==> config.mk <==
export PLATFORM = sky130hd
export DESIGN_NAME = mesi_bus_arbiter
export DESIGN_NICKNAME = d
export VERILOG_FILES = /design/src/rtl/mesi_bus_pkg.sv /design/src/rtl/mesi_rr_arbiter.sv /design/src/rtl/mesi_bus_arbiter.sv
export SDC_FILE = /design/constraint.sdc
export NUM_CORES = 1
export LEC_CHECK = 0
export ABC_AREA = 1
export CAP_MARGIN = 20
export CORE_MARGIN = 2
export CORE_UTILIZATION = 45
export DETAILED_ROUTE_END_ITERATION = 7
export PLACE_DENSITY = 0.79
export SYNTH_ARGS = -nofsm -noshare
export SYNTH_HDL_FRONTEND = slang
export SYNTH_SLANG_ARGS = --single-unit
==> constraint.sdc <==
create_clock -name clk -period 1.85 [get_ports clk]
set_input_delay 0.555 -clock clk [delete_from_list [all_inputs] [get_ports clk]]
set_output_delay 0.555 -clock clk [all_outputs]
set_load 0.02 [all_outputs]
==> src/rtl/mesi_bus_pkg.sv <==
// Shared definitions for the two-cache MESI snoopy-bus controller:
// bus command encodings, controller states and master identifiers.
package mesi_bus_pkg;

   localparam logic [1:0] BUS_RD   = 2'b00;
   localparam logic [1:0] BUS_RDX  = 2'b01;
   localparam logic [1:0] BUS_UPGR = 2'b10;
   localparam logic [1:0] BUS_RSVD = 2'b11;

   typedef enum logic [2:0] {
      ST_IDLE  = 3'd0,
      ST_SNOOP = 3'd1,
      ST_WB    = 3'd2,
      ST_MEM   = 3'd3,
      ST_DONE  = 3'd4
   } bus_state_t;

   localparam logic CACHE_1 = 1'b0;
   localparam logic CACHE_2 = 1'b1;

   function automatic logic other_cache(input logic id);
      return ~id;
   endfunction

endpackage

==> src/rtl/mesi_rr_arbiter.sv <==
// Two-way round-robin picker. Holds the id of the last master served and
// favours the other cache when both request in the same cycle.
module mesi_rr_arbiter
   import mesi_bus_pkg::*;
(
   input  logic clk,
   input  logic rst_n,
   input  logic req_1,
   input  logic req_2,
   input  logic update,
   input  logic upd_id,
   output logic any_req,
   output logic pick_id
);

   logic last_gnt_reg;

   // Starting at CACHE_2 lets cache 1 win the first tie after reset.
   always_ff @(posedge clk or negedge rst_n) begin
      if (!rst_n) begin
         last_gnt_reg <= CACHE_2;
      end else if (update) begin
         last_gnt_reg <= upd_id;
      end
   end

   always_comb begin
      any_req = req_1 | req_2;
      if (req_1 && req_2) begin
         pick_id = other_cache(last_gnt_reg);
      end else if (req_1) begin
         pick_id = CACHE_1;
      end else begin
         pick_id = CACHE_2;
      end
   end

endmodule

==> src/rtl/mesi_bus_arbiter.sv <==
// Snoopy coherence-bus controller for two MESI caches: arbitration, snoop
// broadcast, flush/fetch sequencing. Define MESI_C2C_EN for cache-to-cache fills.
module mesi_bus_arbiter
   import mesi_bus_pkg::*;
#(
   parameter int ADDR_W = 32,
   parameter int CMD_W  = 2
) (
   input  logic              clk,
   input  logic              rst_n,
   input  logic              req_1,
   input  logic [CMD_W-1:0]  cmd_1,
   input  logic [ADDR_W-1:0] addr_1,
   output logic              gnt_1,
   output logic              done_1,
   output logic              shared_1,
   input  logic              req_2,
   input  logic [CMD_W-1:0]  cmd_2,
   input  logic [ADDR_W-1:0] addr_2,
   output logic              gnt_2,
   output logic              done_2,
   output logic              shared_2,
   output logic              snp_valid_1,
   output logic              snp_valid_2,
   output logic [CMD_W-1:0]  snp_cmd,
   output logic [ADDR_W-1:0] snp_addr,
   input  logic              snp_hit_1,
   input  logic              snp_hit_2,
   input  logic              snp_dirty_1,
   input  logic              snp_dirty_2,
   output logic              mem_rd_req,
   output logic              mem_wr_req,
   output logic [ADDR_W-1:0] mem_addr,
   input  logic              mem_ack,
   output logic              flush_opt,
   output logic              busy
);

   bus_state_t        state_reg, state_next;
   logic              master_reg, master_next;
   logic [CMD_W-1:0]  cmd_reg, cmd_next;
   logic [ADDR_W-1:0] addr_reg, addr_next;
   logic              hit_reg, hit_next;

   logic              any_req, pick_id;
   logic [CMD_W-1:0]  sel_cmd;
   logic [ADDR_W-1:0] sel_addr;
   logic              snp_hit_sel, snp_dirty_sel;

   logic              gnt_1_d, gnt_2_d, done_1_d, done_2_d, shared_d;
   logic              snp_valid_1_d, snp_valid_2_d;
   logic [CMD_W-1:0]  snp_cmd_d;
   logic [ADDR_W-1:0] snp_addr_d, mem_addr_d;
   logic              mem_rd_req_d, mem_wr_req_d, flush_opt_d, busy_d;

   mesi_rr_arbiter u_rr (
      .clk     (clk),
      .rst_n   (rst_n),
      .req_1   (req_1),
      .req_2   (req_2),
      .update  (state_reg == ST_DONE),
      .upd_id  (master_reg),
      .any_req (any_req),
      .pick_id (pick_id)
   );

   assign sel_cmd  = (pick_id == CACHE_1) ? cmd_1 : cmd_2;
   assign sel_addr = (pick_id == CACHE_1) ? addr_1 : addr_2;

   // The snooper is always the cache that does not own the bus.
   assign snp_hit_sel   = (master_reg == CACHE_1) ? snp_hit_2   : snp_hit_1;
   assign snp_dirty_sel = (master_reg == CACHE_1) ? snp_dirty_2 : snp_dirty_1;

   always_ff @(posedge clk or negedge rst_n) begin
      if (!rst_n) begin
         state_reg  <= ST_IDLE;
         master_reg <= CACHE_1;
         cmd_reg    <= '0;
         addr_reg   <= '0;
         hit_reg    <= 1'b0;
      end else begin
         state_reg  <= state_next;
         master_reg <= master_next;
         cmd_reg    <= cmd_next;
         addr_reg   <= addr_next;
         hit_reg    <= hit_next;
      end
   end

   always_comb begin
      state_next  = state_reg;
      master_next = master_reg;
      cmd_next    = cmd_reg;
      addr_next   = addr_reg;
      hit_next    = hit_reg;
      case (state_reg)
         ST_IDLE: begin
            if (any_req) begin
               master_next = pick_id;
               cmd_next    = sel_cmd;
               addr_next   = sel_addr;
               hit_next    = 1'b0;
               state_next  = (sel_cmd == BUS_RSVD) ? ST_DONE : ST_SNOOP;
            end
         end
         ST_SNOOP: begin
            // A flushing owner necessarily still holds a copy.
            hit_next = snp_hit_sel | snp_dirty_sel;
            if (cmd_reg == BUS_UPGR) begin
               state_next = ST_DONE;
            end else if (snp_dirty_sel && (cmd_reg == BUS_RD || cmd_reg == BUS_RDX)) begin
               state_next = ST_WB;
            end else if (snp_hit_sel && cmd_reg == BUS_RD) begin
`ifdef MESI_C2C_EN
               state_next = ST_DONE;
`else
               state_next = ST_MEM;
`endif
            end else begin
               state_next = ST_MEM;
            end
         end
         ST_WB, ST_MEM: begin
            if (mem_ack) begin
               state_next = ST_DONE;
            end
         end
         ST_DONE: state_next = ST_IDLE;
         default: state_next = ST_IDLE;
      endcase
   end

   // Outputs are derived from the next state so the registered copies line
   // up with the state they describe.
   always_comb begin
      busy_d        = (state_next != ST_IDLE);
      gnt_1_d       = busy_d && (master_next == CACHE_1);
      gnt_2_d       = busy_d && (master_next == CACHE_2);
      done_1_d      = (state_next == ST_DONE) && (master_next == CACHE_1);
      done_2_d      = (state_next == ST_DONE) && (master_next == CACHE_2);
      shared_d      = (cmd_next == BUS_RD) && hit_next;
      snp_valid_1_d = (state_next == ST_SNOOP) && (master_next == CACHE_2);
      snp_valid_2_d = (state_next == ST_SNOOP) && (master_next == CACHE_1);
      snp_cmd_d     = (state_next == ST_SNOOP) ? cmd_next : '0;
      snp_addr_d    = (state_next == ST_SNOOP) ? addr_next : '0;
      mem_rd_req_d  = (state_next == ST_MEM);
      mem_wr_req_d  = (state_next == ST_WB);
      mem_addr_d    = (mem_rd_req_d || mem_wr_req_d) ? addr_next : '0;
`ifdef MESI_C2C_EN
      flush_opt_d   = (state_reg == ST_SNOOP) && (state_next == ST_DONE) &&
                      (cmd_reg == BUS_RD);
`else
      flush_opt_d   = 1'b0;
`endif
   end

   always_ff @(posedge clk or negedge rst_n) begin
      if (!rst_n) begin
         gnt_1       <= 1'b0;
         gnt_2       <= 1'b0;
         done_1      <= 1'b0;
         done_2      <= 1'b0;
         shared_1    <= 1'b0;
         shared_2    <= 1'b0;
         snp_valid_1 <= 1'b0;
         snp_valid_2 <= 1'b0;
         snp_cmd     <= '0;
         snp_addr    <= '0;
         mem_rd_req  <= 1'b0;
         mem_wr_req  <= 1'b0;
         mem_addr    <= '0;
         flush_opt   <= 1'b0;
         busy        <= 1'b0;
      end else begin
         gnt_1       <= gnt_1_d;
         gnt_2       <= gnt_2_d;
         done_1      <= done_1_d;
         done_2      <= done_2_d;
         shared_1    <= done_1_d && shared_d;
         shared_2    <= done_2_d && shared_d;
         snp_valid_1 <= snp_valid_1_d;
         snp_valid_2 <= snp_valid_2_d;
         snp_cmd     <= snp_cmd_d;
         snp_addr    <= snp_addr_d;
         mem_rd_req  <= mem_rd_req_d;
         mem_wr_req  <= mem_wr_req_d;
         mem_addr    <= mem_addr_d;
         flush_opt   <= flush_opt_d;
         busy        <= busy_d;
      end
   end

endmodule

======== After elaboration in Yosys (flattened, before gate mapping) ========
Cells that the tools add are included.
cells by class
  equality and inequality tests ........... 11
  reduce and logical (&&, ||, !) cells .... 18
  order comparisons ....................... 0
  shift-type cells ........................ 0
  div/mod/pow operators ................... 0
  bitwise logic cells ..................... 4
  add/sub/neg operators ................... 0
  $mul .................................... 0
  mux-type cells .......................... 23
operators with widths
  kind                                           number
  2-to-1 mux 32 bit                              5
  == test 3 x 2 -> 1 bit, second input constant  4
  2-to-1 mux 3 bit                               4
  logical AND 1 bit                              11
  one-hot mux 3 bit (3 select lines)             1
  2-to-1 mux 1 bit                               8
  2-to-1 mux 2 bit                               4
  == test 3 x 1 -> 1 bit, second input constant  2
  == test 3 bit, second input constant           2
  == test 2 bit, second input constant           2
  zero test 2 bit                                2
  zero test 3 bit                                1
  nonzero test 3 bit                             1
  == test 2 x 1 -> 1 bit, second input constant  1
  logical OR 1 bit                               2
  NOT 1 bit                                      2
  bitwise OR 1 bit                               2
  one-hot mux 1 bit (2 select lines)             1
  OR reduction 2 bit                             1
word-level totals
  latch bits .............................. 0
  bits in read-only memories .............. 0
  register bits ........................... 117
  bits in writable memories ............... 0
  output and inout bits ................... 78
  memories ................................ 0

======== Longest topological paths before layout ========
  depth in word-level cells ............... 10
  mapped depth ............................ 10

======== Modules after synthesis ========
Synthesis repeated with hierarchy kept, for this count alone.
unflattened totals
  cells, all modules ...................... 478
  area, all modules ....................... 4680.7 sq um
modules (own cells, without submodules)
  module            cells each  sequential area each (sq um)  instances  area an instance (sq um)
  mesi_bus_arbiter  469         2902.8                        1          4621.9
  mesi_rr_arbiter   9           26.3                          1          58.8

======== Least setup slack after synthesis ========
Ideal clock, no wire load.
  kind .................................... input -> register
  start point ............................. in req_2
  end point ............................... reg gnt_2
  data arrival time ....................... 1363 ps
  cell stages on the path ................. 9
  setup time .............................. 127 ps
  data required time ...................... 1723 ps
  slack ................................... 360 ps
  path through ............................ nand2_1 > nand2_4 > nand2_1 > nand2_1 > nand2_1 > nand2_4 > nand2_2 > nor2_2 > nor2_1
between the ends
  word-level cells in the longest chain between the ends .. 9
  elaborated cells on any way between the ends .. 12
RTL lines
  what                                    line                     RTL
  start: declaration                      mesi_bus_arbiter.sv:17   input logic req_2,
  logical AND 1 bit                       mesi_rr_arbiter.sv:29    if (req_1 && req_2) begin
  2-to-1 mux 1 bit                        mesi_rr_arbiter.sv:29
  2-to-1 mux 2 bit                        mesi_bus_arbiter.sv:67   assign sel_cmd = (pick_id == CACHE_1) ? cmd_1 : cmd_2;
  == test 2 bit                           mesi_bus_arbiter.sv:103  state_next = (sel_cmd == BUS_RSVD) ? ST_DONE : ST_SNOOP;
  2-to-1 mux 3 bit                        mesi_bus_arbiter.sv:103
  2-to-1 mux 3 bit (*)                    mesi_bus_arbiter.sv:98   if (any_req) begin
  one-hot mux 3 bit (3 select lines) (*)  mesi_bus_arbiter.sv:96   case (state_reg)
  net state_next[0]                       mesi_bus_arbiter.sv:39   bus_state_t state_reg, state_next;
  nonzero test 3 bit (*)                  mesi_bus_arbiter.sv:136  busy_d = (state_next != ST_IDLE);
  logical AND 1 bit (*)                   mesi_bus_arbiter.sv:138  gnt_2_d = busy_d && (master_next == CACHE_2);
  net gnt_2_d                             mesi_bus_arbiter.sv:50   logic gnt_1_d, gnt_2_d, done_1_d, done_2_d, shared_d;
  end signal: assignment                  mesi_bus_arbiter.sv:176  gnt_2 <= gnt_2_d;
  end: declaration                        mesi_bus_arbiter.sv:20   output logic gnt_2,
The timed path passes the listed nets; every way through them passes the cells marked *.
A chain may end at the register's enable or synchronous reset.

======== Worst setup path after layout ========
  start point ............................. reg mem_addr[22]
  end point ............................... out mem_addr[22]
RTL lines
  what                      line                     RTL
  start: declaration        mesi_bus_arbiter.sv:33   output logic [ADDR_W-1:0] mem_addr,
  start signal: assignment  mesi_bus_arbiter.sv:187  mem_addr <= mem_addr_d;
No word-level cell between the ends.

==> summary.txt <==
Run status
  – Status: finished, final reports clean

Hold path
  – Origin of the worst min-delay path: u_rr.last_gnt_reg
  – Hold/Removal Path Class: flip-flop to flip-flop
  – Hold-critical path depth: 2
  – Destination of the worst hold path: u_rr.last_gnt_reg

Pwr
  – Pwr per Cell Area: ~1800 nW/µm²
  – Part of the total power dissipated in combinational logic: 0.415
  – Flop pwr share: 0.313
  – Leakage Power: 3.73 nW
  – Sw Ratio: 0.373
  – Peak ir drop on the vdd network: just over 0.7 mV
  – Net Switching: 4.71 mW
  – Internal portion of total power: 7.92 mW
  – Part of the total power dissipated in the clock network: 0.272

Worst setup path
  – Critical path's largest stage delay: about 0.38 ns
  – Largest fanout of any net on the critical path: 1
  – Nature of the critical path startpoint: flip-flop
  – CP Data Required Time: 1.29 ns
  – Element type at the critical path end: output pin
  – Worst setup path class: flip-flop to output pin
  – Worst reg-to-reg path cell count: 10
  – Worst-path cell chain: dlygate4sd2_1
  – Destination of the worst register-to-register timing path: mem_addr[10]
  – Worst endpoint data arrival time: between 1 and 1.5 ns
  – Worst path bufs/invs: 1
  – Setup slack of the worst register-to-register path: 0.21 ns
  – Max stage delay cell, worst path: dfrtp_1
  – Cell type group with the largest total delay on the critical path: flip-flops
  – Launch instance of the worst register-to-register path: u_rr.last_gnt_reg

Floorplanning
  – Overall die width: 104 µm
  – Num ports: between 150 and 200
  – Number of rows created at floorplan: 36
  – Starting density of the core: 0.463
  – Vertical extent of the die: ~100 µm
  – Die footprint: between 10,000 and 15,000 µm²
  – Area of the core region: between 9000 and 10,000 µm²

Job
  – Max capacitance violation total: 0

Placed design
  – Routability congestion estimate: a little over 0.9
  – Quantity of I/O buffers inserted on ports: 153
  – Instance count after placement with tap cells included: ~770
  – HPWL reported at the end of detailed placement: 7990 µm

Timing
  – RSZ-0062 raised after global routing: false
  – WHS: roughly 0.49 ns
  – Post-layout minimum cycle time: between 1.5 and 2 ns
  – Share of the clock period used by the worst path: 0.963
  – Peak clock frequency supported by timing: around 0.56 GHz
  – Number of hold violations in the final report: 0
  – Final Setup Violations: 0
  – Final count of pins violating max slew: 0
  – Maximum clock skew at final layout: about 0.0064 ns

Yosys
  – Number of nets produced by synthesis: around 560
  – Adder-Cell Fraction of Synth Area: 0
  – Cell count after synthesis: ~480
  – Number of storage elements in the synthesis netlist: around 120
  – Number of library cell types mapped by synthesis: 25
  – Proportion of netlist area held by the largest area contributor: 0.641
  – Portion of the post-synthesis area used by sequential elements: 0.647
  – Synth Area per Inst: between 9 and 10 µm²
  – Compound-cell area share of the yosys netlist: 0.0144
  – Synthesized-area fraction occupied by xor and xnor cells: 0
  – Yosys warnings: 0
  – Post-synthesis mux area share: 0
  – Dominant cells by area after synthesis: dfrtp_1 64%, nand2_1 9.5%, nor2_1 6.5%
  – Simple-gate area share of the yosys netlist: 0.269
  – Cell Area, Synth: roughly 4500 µm²
  – Dominant combinational cell family by area after synthesis: simple AND/OR/NAND/NOR gates
  – Leading area contributor after synthesis: dfrtp_1

Global routing
  – Grt met3 use: 0.0752
  – GR Util met1: 0.257
  – Busiest grt layer: met2
  – Met2 Resource Use GR: 0.393
  – Total overflow reported by the global router: 0
  – Vias in the first global route: ~4,000
  – Global-route wire length before repair: ~19,000 µm
  – Global Route Usage Sum: 0.227
  – Antenna violations before repair: 0
  – Maximum number of pins on one net before global-route repair: 39

Layout
  – Final core utilization: 0.713
  – Count of non-filler cells in the finished layout: about 800
  – Most common library cell in the layout ignoring fill and taps: dfrtp_1
  – Signed area change from the synthesized netlist to the final layout: 53.9%
  – Top library cells by usage in the layout, fill and taps aside: 116 x dfrtp_1, 115 x nand2_1, 79 x nor2_1
  – Fraction of layout instances using a drive strength above 1: 0.158
  – Number of antenna repair diodes: 0
  – Nets: between 700 and 800

CTS
  – Clock input transition at the sequential cells of the worst setup and hold paths: ~0.060 ns
  – Clock tree from TritonCTS: yes
  – Skew-Pair Late Insertion Delay: 0.52 ns
  – Post-CTS setup buffer count: 0
  – Count of clock tree sinks: between 100 and 150
  – Cell at the root of the clock tree: clkbuf_8
  – Number of buffers created by CTS: 17
  – H-tree levels: 4
  – Bufs on Longest Clock Path: 2

Detailed routing
  – Wirelength per Cell: roughly 14 µm
  – Number of DRC markers in iteration 0: roughly 110
  – Vias per inst: around 4.7
  – Final wirelength: approximately 11,000 µm
  – Drt drc: 0
  – ANT nets after route: 0
  – Vias after detailed routing: approximately 3,700
  – Number of iterations in the first detailed-routing pass: 4
==> how the worst max path moves through the flow <==
stage,start,endpoint,slack [ns],cells past startpoint
6_report,mem_addr[22],mem_addr[22],0.07,1
5_1_grt,snp_addr[19],snp_addr[19],0.01,1
4_1_cts,mem_addr[28],mem_addr[28],0.04,1
3_5_place_dp,req_2,gnt_1,-0.36,10
3_3_place_gp,req_1,shared_2,-0.28,10
2_1_floorplan,req_2,gnt_2,0.36,9
==> power groups by stage <==
stage	sequential, mW	clock, mW	combinational [mW]
after floorplan	4.74	0	2.39
after global placement	4.00	0	5.47
after detailed placement	4.01	0	5.66
after CTS	3.96	3.48	5.29
after global routing	4.06	3.58	5.74
final	3.95	3.43	5.25
==> synthesized netlist by cell type (all sizes together) <==
library cell  count
or2              33
dfstp             1
clkbuf            6
nand3            39
dfrtp           116
nor2             83
a21oi             3
o211ai            1
conb              1
nand2           120
buf              14
inv              54
o21ai             7
==> repair_timing <==
| action | in CTS | in global routing |
|---|---|---|
| hold buffers | 1 | 0 |
| gates resized for setup | 77 | 0 |
| endpoints found under the setup margin | 77 | 0 |
| hold endpoints to repair | 26 | 0 |
==> cell families after synthesis <==
family	count (synthesis)
buffers and inverters	74
and+or+nand+nor	275
other	1
DFF	117
AOI/OAI and AO/OA	11
==> cell type report <==
class,instances,area [µm²]
Sequential cell,117,2930
Fill cell,752,2800
Timing Repair Buffer,176,1760
Multi-Input combinational cell,287,1280
Clock buffer,18,428
Inverter,54,203
Clock inverter,14,201
Tap cell,133,166
==> per-layer routing <==
metal / wire (µm) / vias to the layer above
met3: 693 / 21
li1: - / 1786
met2: 5970 / 142
met5: 0 / -
met1: 4600 / 1797
met4: 223 / 0
==> per-stage QoR <==
stage / instance area, µm² / setup slack [ns] / TNS [ns] / total power, mW
2_1_floorplan: 4530 / 0.360 / 0 / 7.13
3_3_place_gp: 6430 / -0.282 / -24.32 / 9.47
3_5_place_dp: 6430 / -0.364 / -31.33 / 9.67
4_1_cts: 6970 / 0.0432 / 0 / 12.7
5_1_grt: 6970 / 0.0130 / 0 / 13.4
6_report: 6970 / 0.0691 / 0 / 12.6
(Power assumes the default switching activity.)
